### src/rtl/adder_share_pkg.sv
// Shared types and defaults for the shared-adder scheduler.
// Build option: define ADD_SAT_EN for unsigned saturating sums.
package adder_share_pkg;

    typedef enum logic {
        IDLE = 1'b0,
        RESP = 1'b1
    } state_e;

    localparam int DW_DEFAULT      = 8;
    localparam int NUM_REQ_DEFAULT = 4;

endpackage

### src/rtl/rr_arbiter.sv
// Round-robin arbiter: searches the request vector starting at ptr_i and
// returns a one-hot grant plus the index of the winning requester.
module rr_arbiter
    import adder_share_pkg::*;
#(
    parameter int NUM_REQ = NUM_REQ_DEFAULT
) (
    input  logic [NUM_REQ-1:0]         req_i,
    input  logic [$clog2(NUM_REQ)-1:0] ptr_i,
    output logic [NUM_REQ-1:0]         grant_o,
    output logic [$clog2(NUM_REQ)-1:0] idx_o,
    output logic                       any_o
);

    localparam int IW = $clog2(NUM_REQ);

    int              pos;
    logic [IW-1:0]   pos_idx;

    // First active request at or after the pointer, wrapping modulo NUM_REQ.
    always_comb begin
        grant_o = '0;
        idx_o   = '0;
        any_o   = 1'b0;
        pos     = 0;
        pos_idx = '0;
        for (int k = 0; k < NUM_REQ; k++) begin
            pos = int'(ptr_i) + k;
            if (pos >= NUM_REQ) pos = pos - NUM_REQ;
            pos_idx = IW'(pos);
            if (!any_o && req_i[pos_idx]) begin
                any_o            = 1'b1;
                grant_o[pos_idx] = 1'b1;
                idx_o            = pos_idx;
            end
        end
    end

endmodule

### src/rtl/adder_share_ctrl.sv
// Shares one DW-bit adder among NUM_REQ requesters with round-robin grants.
// One result register feeds a valid/ready response channel; a new grant can
// replace a result in the same cycle it is consumed (one result per cycle).
// Build option: define ADD_SAT_EN to saturate rsp_sum to all-ones on carry.
module adder_share_ctrl
    import adder_share_pkg::*;
#(
    parameter int NUM_REQ = NUM_REQ_DEFAULT,
    parameter int DW      = DW_DEFAULT,
    parameter int CNT_W   = 16
) (
    input  logic                       clk,
    input  logic                       rst_n,
    input  logic                       ena,
    input  logic [NUM_REQ-1:0]         req_valid,
    input  logic [NUM_REQ*DW-1:0]      req_a,
    input  logic [NUM_REQ*DW-1:0]      req_b,
    output logic [NUM_REQ-1:0]         req_ready,
    output logic                       rsp_valid,
    input  logic                       rsp_ready,
    output logic [$clog2(NUM_REQ)-1:0] rsp_id,
    output logic [DW-1:0]              rsp_sum,
    output logic                       rsp_carry,
    output logic [CNT_W-1:0]           op_count
);

    localparam int IW = $clog2(NUM_REQ);

    // Wrapping sum, or all-ones when the add overflowed in saturating builds.
    function automatic logic [DW-1:0] fmt_sum(input logic [DW:0] raw);
`ifdef ADD_SAT_EN
        return raw[DW] ? {DW{1'b1}} : raw[DW-1:0];
`else
        return raw[DW-1:0];
`endif
    endfunction

    state_e           state_q;
    logic [DW-1:0]    sum_q;
    logic             carry_q;
    logic [IW-1:0]    id_q;
    logic [IW-1:0]    ptr_q;
    logic [CNT_W-1:0] cnt_q;

    logic [NUM_REQ-1:0] grant;
    logic [IW-1:0]      gnt_idx;
    logic               gnt_any;
    logic               can_accept;
    logic               grant_fire;
    logic               rsp_fire;

    logic [DW-1:0]    a_sel;
    logic [DW-1:0]    b_sel;
    logic [DW:0]      add_d;
    logic [DW-1:0]    sum_d;
    logic [IW-1:0]    ptr_d;
    logic [CNT_W-1:0] cnt_d;

    rr_arbiter #(
        .NUM_REQ (NUM_REQ)
    ) u_arb (
        .req_i   (req_valid),
        .ptr_i   (ptr_q),
        .grant_o (grant),
        .idx_o   (gnt_idx),
        .any_o   (gnt_any)
    );

    // Grant decision: the result slot is free now or is being emptied this
    // cycle; rst_n keeps req_ready low while reset is asserted.
    always_comb begin
        can_accept = rst_n && ena &&
                     ((state_q == IDLE) || ((state_q == RESP) && rsp_ready));
        grant_fire = can_accept && gnt_any;
        req_ready  = can_accept ? grant : '0;
        rsp_fire   = (state_q == RESP) && rsp_ready;
        a_sel      = req_a[gnt_idx*DW +: DW];
        b_sel      = req_b[gnt_idx*DW +: DW];
        add_d      = {1'b0, a_sel} + {1'b0, b_sel};
        sum_d      = fmt_sum(add_d);
        ptr_d      = (gnt_idx == IW'(NUM_REQ - 1)) ? '0 : gnt_idx + 1'b1;
        cnt_d      = cnt_q + CNT_W'(1);
    end

    // Response FSM with result, pointer and completion-counter registers.
    always_ff @(posedge clk or negedge rst_n) begin
        if (!rst_n) begin
            state_q <= IDLE;
            sum_q   <= '0;
            carry_q <= 1'b0;
            id_q    <= '0;
            ptr_q   <= '0;
            cnt_q   <= '0;
        end else begin
            if (rsp_fire) cnt_q <= cnt_d;
            case (state_q)
                IDLE: begin
                    if (grant_fire) begin
                        state_q <= RESP;
                        sum_q   <= sum_d;
                        carry_q <= add_d[DW];
                        id_q    <= gnt_idx;
                        ptr_q   <= ptr_d;
                    end
                end
                RESP: begin
                    if (grant_fire) begin
                        sum_q   <= sum_d;
                        carry_q <= add_d[DW];
                        id_q    <= gnt_idx;
                        ptr_q   <= ptr_d;
                    end else if (rsp_ready) begin
                        state_q <= IDLE;
                    end
                end
                default: state_q <= IDLE;
            endcase
        end
    end

    assign rsp_valid = (state_q == RESP);
    assign rsp_id    = id_q;
    assign rsp_sum   = sum_q;
    assign rsp_carry = carry_q;
    assign op_count  = cnt_q;

endmodule
### config.mk
export PLATFORM = sky130hd
export DESIGN_NAME = adder_share_ctrl
export DESIGN_NICKNAME = d
export VERILOG_FILES = /design/src/rtl/adder_share_pkg.sv /design/src/rtl/rr_arbiter.sv /design/src/rtl/adder_share_ctrl.sv
export SDC_FILE = /design/constraint.sdc
export NUM_CORES = 1
export LEC_CHECK = 0
export ABC_AREA = 1
export CORE_UTILIZATION = 46
export CTS_BUF_LIST = sky130_fd_sc_hd__clkbuf_4 sky130_fd_sc_hd__clkbuf_8 sky130_fd_sc_hd__clkbuf_16
export DETAILED_ROUTE_END_ITERATION = 10
export HOLD_SLACK_MARGIN = 0.02
export PLACE_DENSITY_LB_ADDON = 0.12
export SYNTH_ARGS = -nofsm -noshare
export SYNTH_HDL_FRONTEND = slang
export SYNTH_SLANG_ARGS = --single-unit
### constraint.sdc
create_clock -name clk -period 4.2 [get_ports clk]
set_input_delay 0.42 -clock clk [delete_from_list [all_inputs] [get_ports clk]]
set_output_delay 0.42 -clock clk [all_outputs]
set_load 0.005 [all_outputs]
==> Word level (Yosys, flattened, before mapping) <==
Index checks and enable logic that the tools add are counted.
Widths: inputs -> output; s select.
{ "op_classes": {"bitwise": 4, "n_eq_ne": 1, "shift": 2, "addsub": 10, "n_mux": 42, "order_cmp": 12, "reduce_logical": 15} }
{ "ops": {"columns": ["op", "n"], "rows": [
  ["$shiftx 32x6->8", 2],
  ["$mux 2", 11],
  ["$mux 4", 5],
  ["$add 16x1->16 const B", 1],
  ["$mux 1", 16],
  ["$lt 2x3->1 const B", 4],
  ["$or 4x4->4", 3],
  ["$logic_and 1x1->1", 11],
  ["$add 8x8->9", 1],
  ["$ge 3x3->1 const B", 3],
  ["$bmux 1 s2", 4],
  ["$demux 1 s2", 4],
  ["$ge 2x1->1 const B", 4],
  ["$mux 8", 1],
  ["$sub 2x1->2 const B", 4],
  ["$add 2x2->3 const B", 2],
  ["$add 2x1->3 const B", 1],
  ["$ge 2x3->1 const B", 1],
  ["$logic_not 1->1", 3],
  ["$add 2x1->2 const B", 1],
  ["$eq 2x2->1 const B", 1],
  ["$pmux 1 s2", 1],
  ["$logic_or 1x1->1", 1],
  ["$not 1->1", 1]
]} }
{ "word_totals": {"ff_bits": 30, "wordCells": 92, "inputBits": 72} }

==> Logic depth before layout (Yosys ltp) <==
Gate-level depths: netlist of run 1.
{ "depth": {"ltp_word": 17, "mapped_depth": 22, "depth_no_buf": 21} }

==> Cells and area by module <==
Synthesis of run 1 repeated with hierarchy kept, for this count alone.
{ "unflattened": {"cells_unflattened": 386, "area_unflattened_um2": 2666.3} }
{ "by_module_without_submodules": {"columns": ["mod", "instances", "area_each_um2", "cells_each"], "rows": [
  ["adder_share_ctrl", 1, 2225.9, 312],
  ["rr_arbiter", 1, 440.4, 74]
]} }

==> Worst setup path before layout of run 1 <==
Ideal clock, no wire load.
{ "synth_path": {"kind": "register to register", "startpoint": "reg ptr_q[0]", "endpoint": "reg sum_q[6], in the netlist rsp_sum[6]", "path_buffers": 2, "t_arrival_ns": 3.216, "slack_ns": 0.908, "stages_incl_launch_ff": 20, "synth_period_minus_slack_ns": 3.292, "t_required_ns": 4.124, "path_cell_list": "dfrtp_1 > buf_4 > inv_6 > ha_1 > o21ai_1 > nand3b_2 > nand3_2 > nand2_2 > buf_4 > nand3_1 > nand2_1 > ha_1 > inv_1 > fa_1 > o21ai_0 > nand2_1 > nand2_1 > a21oi_1 > xor2_1 > o21ai_1"} }
{ "synth_via": {"elab_chain_cells": 17} }
{ "synth_lines": {"columns": ["item", "line", "source"], "rows": [
  ["start, declared", "adder_share_ctrl.sv:42", "logic [IW-1:0] ptr_q;"],
  ["start signal, assigned", "adder_share_ctrl.sv:103", "ptr_q <= ptr_d;"],
  ["start signal, assigned", "adder_share_ctrl.sv:111", "ptr_q <= ptr_d;"],
  ["parallel branches: the longest is 17 deep, another holds $add 2x1->3", null, null],
  ["end signal, assigned", "adder_share_ctrl.sv:100", "sum_q <= sum_d;"],
  ["end signal, assigned", "adder_share_ctrl.sv:108", "sum_q <= sum_d;"],
  ["end, declared", "adder_share_ctrl.sv:39", "logic [DW-1:0] sum_q;"]
]} }
Several ways; the timed one is not identified. The select of a mux whose other input is x is not followed.
A chain may end at the register's enable or synchronous reset.

==> Worst setup path in the final report of run 1 <==
{ "layout_path": {"startpoint": "reg ptr_q[0]", "endpoint": "reg carry_q, in the netlist rsp_carry"} }
{ "layout_via": {"elab_chain_cells": 17} }
{ "layout_lines": {"columns": ["item", "line", "source"], "rows": [
  ["parallel branches: the longest is 17 deep, another holds $add 2x1->3", null, null],
  ["end signal, assigned", "adder_share_ctrl.sv:101", "carry_q <= add_d[DW];"],
  ["end signal, assigned", "adder_share_ctrl.sv:109", "carry_q <= add_d[DW];"],
  ["end, declared", "adder_share_ctrl.sv:40", "logic carry_q;"]
]} }
Several ways; the timed one is not identified. The select of a mux whose other input is x is not followed.

==> run_results.csv, run 1 <==
group,metric,value,unit
logic_synthesis,synth_nets,514,
placed_design,placed_area,3970,um2
die,start_util,48.2,%
setup_path,worst-setup-path-type,"reg2reg",
placed_design,port_buffers,103,
global_route,grt_max_degree,32,
min_path,min_path_type,"reg2reg",
timing,fmax,0.277,GHz
die,dieArea,6590,um2
cts,post-cts-setup-buffers,0,
drt,detail_route.wl_per_cell,11.7,um
min_path,min_from,"op_count[15]$_DFFE_PN0P_",
timing,period_needed,3.61,ns
die,dieHeight,81.2,um
drt,first_pass_iters,4,
min_path,min_path_cells,1,
setup_path,ff2ff_path_depth,18,
drt,wl,7080,um
drt,ant_nets,0,
timing,rsz0062_at_grt,"no",
timing,final.setup_skew,0.00582,ns
drt,dr_total_vias,3046,
cts,insertion_delay,0.28,ns
timing,finalCritPeriodShare,85.9,%
layout,drive_above_1_share,6.25,%
drt,drt_iter0_markers,130,
run,maxCapViolations,0,
timing,hold_viol_final,0,
layout,layout_commonest_cell,"nand2_1",
cts,cts_made_buffers,5,
logic_synthesis,ys_types,35,
layout,fill_cells,526,
logic_synthesis,synthCells,425,
cts,cts_tree,"done",
cts,ctsLongestPathBuffers,2,
logic_synthesis,synth-seq-cells,30,
layout,diodes,0,
global_route,grt_pass1_vias,2748,
cts,hold_buffers,0,
setup_path,cp-end-kind,"register",
cts,cts.htree.levels,2,
cts,cts_root_buf,"clkbuf_8",
logic_synthesis,synth.cell_area,2890,um2
cts,clkTransAtPathRegs,0.06,ns
global_route,grt_remaining_overflow,0,
die,io_pins,104,
timing,tns,0,ns
die,fp.coreArea,5990,um2
placed_design,pre_cts_slack,0.424,ns
setup_path,critPathArrivalTime,3.82,ns
timing,max_slew.worst_pin.slew,0.654,ns
layout,nNetsFinal,616,
layout,post-route-cell-area,4070,um2
timing,relSlewSlack,56.3,%
setup_path,required,4.41,ns
setup_path,rr_endpoint,"rsp_carry$_DFFE_PN0P_",
logic_synthesis,yosys_warnings,0,
min_path,holdPathEnd,"op_count[15]$_DFFE_PN0P_",
logic_synthesis,ys_seq_area_share,26.0,%
timing,setup_viol,0,
layout,layout_common_cells,"125 x nand2_1, 103 x clkdlybuf4s50_1, 58 x inv_1",
outcome,status,"finished, final reports clean",
drt,vias_per_cell,5.05,
die,row_count,28,
logic_synthesis,synth_area_leaders,"dfrtp_1 26%, nand2_1 16%, nand3_1 9.4%",
placed_design,gp_congestion,0.865,
setup_path,cp_max_fo,18,
placed_design,dp_hpwl,5650,um
setup_path,r2r_slack,0.59,ns
logic_synthesis,synth_top_area_cell,"dfrtp_1",
global_route,antenna_found_initial,0,
global_route,grtUsageTotal,23.1,%
global_route,grt_pass1_wl,12100,um
setup_path,r2r_start,"ptr_q[0]$_DFFE_PN0P_",
cts,cts_resized,0,
logic_synthesis,synth_top_area_share,26.0,%
drt,drc,0,
die,die_x,81.2,um
logic_synthesis,syn_area_per_cell,6.79,um2
timing,maxSlewViolCount,0,
layout,area_growth,40.9,%
setup_path,start_kind,"register",
timing,setup_slack,0.593,ns
cts,clock_sinks,30,
## sequential cells by signal, indices dropped and copies added, names as in the netlist
register,count
op_count,16
ptr_q,2
rsp_carry,1
rsp_id,2
rsp_sum,8
rsp_valid,1
## Yosys cell counts, drive strengths merged
cell type and n:
xor2 11, o21ai 18, dfrtp 30, clkbuf 3
nand2 131, nor2 15, ha 16, a21boi 1
a31oi 1, inv 62, nand3b 33, a21oi 9
or2 1, a22oi 4, o211a 1, o211ai 1
nand4 5, nand3 59, xnor2 8, nor3b 1
fa 1, nor3 2, buf 12
## final cells by class
| cell class | count | area [um2] | share of cell area [%] |
|---|---|---|---|
| clock buffers | 7 | 90.1 | 2.22 |
| clock inverters | 1 | 5.00 | 0.123 |
| inverters | 62 | 240 | 5.91 |
| multi-input cells | 318 | 1800 | 44.3 |
| flip-flops and latches | 30 | 751 | 18.5 |
| well taps | 75 | 93.8 | 2.31 |
| repair buffers | 110 | 1080 | 26.7 |
## metrics by stage
step | util, % | hold slack [ns] | instances
3_5_place_dp | 66.3 | 0.471 | 595
5_1_grt | 67.9 | 0.499 | 603
6_report | 67.9 | 0.470 | 603
2_1_floorplan | - | 0.124 | 425
4_1_cts | 67.9 | 0.481 | 603
3_3_place_gp | 66.3 | 0.461 | 595
## worst max path at each step
stage,from,to,slack [ns],cells after the start
floorplan,ptr_q[0]$_DFFE_PN0P_,rsp_sum[6]$_DFFE_PN0P_,0.91,19
global placement,req_valid[1],rsp_sum[6]$_DFFE_PN0P_,0.52,21
detailed placement,req_valid[1],rsp_sum[6]$_DFFE_PN0P_,0.42,21
CTS,ptr_q[0]$_DFFE_PN0P_,rsp_sum[6]$_DFFE_PN0P_,0.58,20
global route,ptr_q[0]$_DFFE_PN0P_,rsp_sum[6]$_DFFE_PN0P_,0.24,19
finish,ptr_q[0]$_DFFE_PN0P_,rsp_carry$_DFFE_PN0P_,0.59,18
## cell families (layout without fill, tap and decap cells)
logic type,count (synthesis),after routing,share of synthesized area (%)
AO/OA/AOI/OAI,35,35,6.81
AND/OR/NAND/NOR,247,247,42.2
XOR/XNOR,19,19,5.77
flip-flops,30,30,26.0
adder cells (fa/ha/maj),17,17,7.63
buffers and inverters,77,180,11.5
## critical path, stage by stage (launching register included)
cell and delay [ns]:
dfrtp_1 0.41, inv_6 0.08, ha_1 0.38, nand2_1 0.13, nand2_2 0.10, nor2_8 0.16, nand3b_2 0.17, nand3_2 0.11
nand2_2 0.16, inv_4 0.21, nand3_1 0.10, nand2_1 0.07, ha_1 0.17, inv_1 0.06, fa_1 0.38, o21ai_0 0.32
nor3b_1 0.28, o21ai_0 0.15, nand2_1 0.08
## per-layer routing
metal	up-vias	track usage (%)	routed length, um	part of all wire [%]
met5	-	0	0	0
met4	0	7.86	119	1.7
met3	13	3.15	512	7.2
met2	127	35.6	3020	43
met1	1331	32.7	3420	48
li1	1575	-	-	-
Power of run 1 is not shown: default switching activity piles up to over one toggle a cycle in this logic, so the estimate is an artifact.
==> inputs of run 2 (changes only) <==
- CTS_CLUSTER_DIAMETER: not set -> 150
==> results of run 2 <==
No change in the layout: final DEF, timing and power equal those of run 1.
Power of run 2 is left out for the same reason.
